--- config.mk ---
export PLATFORM = sky130hd
export DESIGN_NAME = vm2002_supplier_loader
export DESIGN_NICKNAME = d
export VERILOG_FILES = /design/src/rtl/vm2002_supplier_loader.sv
export SDC_FILE = /design/constraint.sdc
export NUM_CORES = 1
export LEC_CHECK = 0
export ABC_AREA = 0
export BUFFER_PORTS_ARGS = -buffer_cell sky130_fd_sc_hd__buf_2
export CAP_MARGIN = 10
export CORE_ASPECT_RATIO = 0.9
export CORE_UTILIZATION = 45
export DETAILED_ROUTE_END_ITERATION = 8
export PLACE_DENSITY = 0.73
export SLEW_MARGIN = 40
export SYNTH_ARGS = -nofsm -noshare
export SYNTH_HDL_FRONTEND = slang
export SYNTH_SLANG_ARGS = --single-unit
--- constraint.sdc ---
create_clock -name clk -period 3.3 [get_ports clk]
set_clock_uncertainty 0.1 [all_clocks]
set_input_delay 0.66 -clock clk [delete_from_list [all_inputs] [get_ports clk]]
set_output_delay 0.66 -clock clk [all_outputs]
set_load 0.05 [all_outputs]
--- src/rtl/vm2002_supplier_loader.sv ---
// Supplier-side transmitter for the VM2002 vending machine: buffers restock
// requests and replays them as single-cycle transactions of at most 15 units.
package vm2002_common_pkg;
  typedef logic [2:0] item_t;
endpackage

module vm2002_supplier_loader
  import vm2002_common_pkg::*;
#(
  parameter int DEPTH      = 4,
  parameter int GAP_CYCLES = 2
) (
  input  logic                     clk,
  input  logic                     hrst,
  input  logic                     srst,
  input  logic                     load_en,
  input  logic                     req_valid,
  input  item_t                    req_item,
  input  logic [7:0]               req_count,
  input  logic [7:0]               req_cost,
  output logic                     req_ready,
  output logic                     valid,
  output item_t                    item,
  output logic [3:0]               count,
  output logic [7:0]               cost,
  output logic                     busy,
  output logic [$clog2(DEPTH):0]   fifo_level,
  output logic [7:0]               tx_total
);

  localparam int AW = $clog2(DEPTH);
  localparam int LW = AW + 1;
  localparam int GW = (GAP_CYCLES > 1) ? $clog2(GAP_CYCLES) : 1;
  localparam logic [GW-1:0] GAP_LOAD = GW'(GAP_CYCLES - 1);

  localparam logic [1:0] ST_IDLE = 2'd0;
  localparam logic [1:0] ST_SEND = 2'd1;
  localparam logic [1:0] ST_GAP  = 2'd2;

  // Valid/ready: a request is accepted on any edge where req_valid && req_ready;
  // valid is a one-cycle strobe with no back-pressure from the machine.

  item_t        mem_item  [DEPTH];
  logic [7:0]   mem_count [DEPTH];
  logic [7:0]   mem_cost  [DEPTH];
  logic [AW-1:0] wr_ptr;
  logic [AW-1:0] rd_ptr;
  logic [LW-1:0] level;
  logic          full;
  logic          empty;
  logic          push;
  logic          pop;

  logic [1:0]    state;
  logic [GW-1:0] gap_cnt;
  logic [7:0]    remaining;
  item_t         w_item;
  logic [7:0]    w_cost;

  item_t         head_item;
  logic [7:0]    head_count;
  logic [7:0]    head_cost;
  logic [3:0]    head_chunk;
  logic [3:0]    rem_chunk;
  logic          gap_done;
  logic          start_req;

  assign full       = (level == LW'(DEPTH));
  assign empty      = (level == '0);
  assign push       = req_valid && !full;
  assign pop        = start_req;
  assign req_ready  = !full;
  assign fifo_level = level;
  assign busy       = (state != ST_IDLE) || !empty;

  assign head_item  = mem_item[rd_ptr];
  assign head_count = mem_count[rd_ptr];
  assign head_cost  = mem_cost[rd_ptr];

  always_comb begin
    head_chunk = (head_count > 8'd15) ? 4'd15 : head_count[3:0];
    rem_chunk  = (remaining > 8'd15) ? 4'd15 : remaining[3:0];
    gap_done   = (state == ST_GAP) && (gap_cnt == '0);
    // A new request may start from IDLE, or straight out of a finished gap
    // once the current request has no chunks left.
    start_req  = load_en && !empty &&
                 ((state == ST_IDLE) || (gap_done && (remaining == '0)));
  end

  always_ff @(posedge clk) begin
    if (push && !srst) begin
      mem_item[wr_ptr]  <= req_item;
      mem_count[wr_ptr] <= req_count;
      mem_cost[wr_ptr]  <= req_cost;
    end
  end

  always_ff @(posedge clk or negedge hrst) begin
    if (!hrst) begin
      wr_ptr <= '0;
      rd_ptr <= '0;
      level  <= '0;
    end else if (srst) begin
      wr_ptr <= '0;
      rd_ptr <= '0;
      level  <= '0;
    end else begin
      if (push) wr_ptr <= wr_ptr + 1'b1;
      if (pop)  rd_ptr <= rd_ptr + 1'b1;
      case ({push, pop})
        2'b10:   level <= level + 1'b1;
        2'b01:   level <= level - 1'b1;
        default: level <= level;
      endcase
    end
  end

  always_ff @(posedge clk or negedge hrst) begin
    if (!hrst) begin
      state     <= ST_IDLE;
      gap_cnt   <= '0;
      remaining <= '0;
      w_item    <= '0;
      w_cost    <= '0;
      valid     <= 1'b0;
      item      <= '0;
      count     <= '0;
      cost      <= '0;
      tx_total  <= '0;
    end else if (srst) begin
      state     <= ST_IDLE;
      gap_cnt   <= '0;
      remaining <= '0;
      w_item    <= '0;
      w_cost    <= '0;
      valid     <= 1'b0;
      item      <= '0;
      count     <= '0;
      cost      <= '0;
      tx_total  <= '0;
    end else begin
      case (state)
        ST_IDLE: begin
          valid <= 1'b0;
          if (start_req) begin
            w_item    <= head_item;
            w_cost    <= head_cost;
            valid     <= 1'b1;
            item      <= head_item;
            cost      <= head_cost;
            count     <= head_chunk;
            remaining <= head_count - {4'd0, head_chunk};
            state     <= ST_SEND;
          end
        end
        ST_SEND: begin
          valid    <= 1'b0;
          tx_total <= tx_total + 8'd1;
          gap_cnt  <= GAP_LOAD;
          state    <= ST_GAP;
        end
        ST_GAP: begin
          valid <= 1'b0;
          if (gap_cnt != '0) begin
            gap_cnt <= gap_cnt - 1'b1;
          end else if (remaining != '0) begin
            // Remaining chunks of an accepted request go out even if load_en drops.
            valid     <= 1'b1;
            item      <= w_item;
            cost      <= w_cost;
            count     <= rem_chunk;
            remaining <= remaining - {4'd0, rem_chunk};
            state     <= ST_SEND;
          end else if (start_req) begin
            w_item    <= head_item;
            w_cost    <= head_cost;
            valid     <= 1'b1;
            item      <= head_item;
            cost      <= head_cost;
            count     <= head_chunk;
            remaining <= head_count - {4'd0, head_chunk};
            state     <= ST_SEND;
          end else begin
            state <= ST_IDLE;
          end
        end
        default: begin
          valid <= 1'b0;
          state <= ST_IDLE;
        end
      endcase
    end
  end

endmodule

==> impl_results.md <==
- Synth unique cells: 63
- Area leader, netlist: edfxtp_1
- Via Count: 3938
- Endpoints failing hold: 0
- Post-CTS setup buffers: 0
- Residual DRC: 0
- Drt pass-1 iters: 5
- Post-synth ARST share: 0.411
- Final Cell Area: 6960 µm²
- Largest net degree at the start of global routing: between 40 and 50
- Fin Setup TNS: 0 ns
- Min setup slack post-route: between 0.3 and 0.4 ns
- Final worst-path cycle share: 0.903
- Initial core utilization: 0.463
- Skew-Pair Late Insertion Delay: 0.41 ns
- Crit path time final: 2.98 ns
- # clock sinks: 129
- Fmax: between 300 and 400 MHz
- Row count: 39
- Grt ovf: 0
- Worst Hold Class: input port to asynchronous set/reset pin
- Post-Layout Cell Count: 684
- Worst EP arrival: 3.18 ns
- Ranking of synthesized cells by area: edfxtp_1 39%, dfrtp_1 22%, mux4_2 7.3%
- Drt via density: 5.76
- RSZ-0062 raised after global routing: no
- Worst R2R Path Depth: 6
- Top-area cell type share of the netlist area: 0.387
- # hold bufs at CTS: 0
- Core area: 12700 µm²
- Vias in the first global route: about 4000
- Crit Path Class: flop to flop
- Status: completed
- RR Endpoint: fifo_level[2]$_DFFE_PN0P_
- Syn avg cell area: 13.1 µm²
- Critical Path Sink Type: flop
- I/O pins: 53
- Global-route wire length before repair: just over 20000 µm
- Maximum root-to-sink buffer count: 2
- Post-synth top flop: edfxtp_1
- Most common cell in the netlist: edfxtp_1
- Antenna diode count: 0
- Leading cell types by count after synthesis: 76 x edfxtp_1, 53 x dfrtp_1, 40 x nor2_1
- H-tree levels: 4
- #FFs+latches synth: between 100 and 150
- Die height: about 110 µm
- Peak supply drop: 0.000798 V
- Least-Margin Pin Slew: 0.736 ns
- Share of layout cells above drive strength 1: 0.263
- Routed len/inst: ~18 µm
- DP HPWL: 8240 µm
- # setup viols final: 0
- Post-cts sizing count: 0
- Synth Cell Area: 5900 µm²
- Sequential share of the synthesized area: 0.612
- GP Congestion: approximately 0.82
- CTS tree: built
- CP Launch Type: flop
- Antenna violation net count after detailed routing: 0
- Slew headroom: 0.508
- Max-cap viol count: 0
- Clk slew on worst S/H paths: roughly 0.06 ns
- Crit Reg-Reg Startpoint: remaining[4]$_DFFE_PN0P_
- Pre-CTS setup slack: around 0.34 ns
- Horiz. Die Dim: 123 µm
- Post-Syn Nets: between 400 and 500
- Yosys warns: 0
- FF-to-FF setup slack: ~0.32 ns
- CP Launch Point: remaining[4]$_DFFE_PN0P_
- Area added between synthesis and finish: 18.0%
- Clock root buffer: clkbuf_16
- Total GRT Usage: 0.201
- Worst setup path endpoint: fifo_level[2]$_DFFE_PN0P_
- Final Util: 0.547
- CTS buffer count: 17
- Cell Pwr Density: roughly 900 nW/µm²
- Initial DRC Count: 282
- Initial antenna violation count: 0
- Final nets: 539
- Post-synth EDFFs: 76
- Max Slew Vio Count: 0
- Syn Inst Count: 449
- WL final: around 13000 µm
- Worst Path Max Fanout: 13
- Placed inst area: 6360 µm²
- Leak pwr: 2.75 nW
- WP data required: 3.50 ns
- Inst Count DP: between 600 and 700
- PortBufs: 52
- Die area: about 14000 µm²
-- flip-flops by register name, indices dropped and copies added (netlist names) --
signal / flops
fifo_level: 3
cost: 8
item: 3
mem_cost: 32
mem_count: 32
tx_total: 8
mem_item: 12
w_cost: 8
valid: 1
gap_cnt: 1
remaining: 8
w_item: 3
state: 2
count: 4
wr_ptr: 2
rd_ptr: 2
-- critical path, cell delays in order, from the launching register on --
cell and delay, ns:
dfrtp_1 0.44, or4_4 0.67, o41a_4 0.57, nor3_4 0.30, fa_1 0.25, mux2i_1 0.20, mux2_2 0.34
-- power by group --
group	internal (mW)	leakage, nW	switching, mW	total, mW
Clock	1.14	0.287	0.728	1.87
Combinational	0.838	1.05	1.46	2.30
Sequential	1.97	1.41	0.256	2.23
-- cell type report --
type / instances / area, µm²
Multi-Input combinational cell: 279 / 2120
Tap cell: 164 / 205
Fill cell: 1035 / 5770
Sequential cell: 129 / 3610
Clock inverter: 14 / 170
Timing Repair Buffer: 69 / 390
Inverter: 11 / 41.3
Clock buffer: 18 / 429
-- worst min path at each step --
stage / to / slack, ns
floorplan: cost[0]$_DFFE_PN0P_ / 0.26
global placement: item[2]$_DFFE_PN0P_ / 0.41
detailed placement: w_item[2]$_DFFE_PN0P_ / 0.42
CTS: valid$_DFF_PN0_ / 0.15
global route: remaining[5]$_DFFE_PN0P_ / 0.18
finish: valid$_DFF_PN0_ / 0.14
-- placed cells by master, fill, tap and decap left out, types with 3 or more instances in the layout --
master,instances
a211o_1,3
a21oi_1,18
a22o_1,11
a311oi_1,3
a31oi_1,15
and2_1,7
and3_1,3
buf_2,51
buf_4,18
clkbuf_16,17
clkinv_4,4
dfrtp_1,53
edfxtp_1,76
ha_1,7
inv_1,11
inv_6,3
inv_8,3
mux2i_1,3
mux4_2,19
nand2_1,23
nand2b_1,4
nand3_1,16
nand4_1,3
nor2_1,39
nor2b_1,4
nor3_1,7
nor4_1,3
o21ai_0,24
o22ai_1,4
o32ai_1,4
or3_1,7
xnor2_1,5
xor2_1,6
-- kinds of logic (layout without fill, tap and decap cells) --
| family | after synthesis | in the layout | share of synthesized area |
|---|---|---|---|
| fa+ha+maj | 8 | 8 | 0.0182 |
| compound gates | 107 | 107 | 0.130 |
| xor+xnor | 11 | 11 | 0.0163 |
| flops | 129 | 129 | 0.612 |
| simple gates | 130 | 130 | 0.113 |
| mux | 23 | 23 | 0.0795 |
| buf+inv | 41 | 112 | 0.0314 |
-- metrics by stage --
stage,hold slack (ns),power (mW)
2_1_floorplan,0.264,3.99
3_5_place_dp,0.417,4.54
4_1_cts,0.151,6.43
6_report,0.145,6.39
3_3_place_gp,0.407,4.48
5_1_grt,0.183,6.75
-- routing by layer --
layer,track usage,vias to the layer above,wire (µm),part of all wire
met2,0.315,122,6080,0.48
met3,0.0615,8,787,0.063
li1,-,1833,-,-
met5,0,-,0,0
met1,0.272,1975,5610,0.45
met4,0.0512,0,78,0.0062
(Power assumes the default switching activity.)
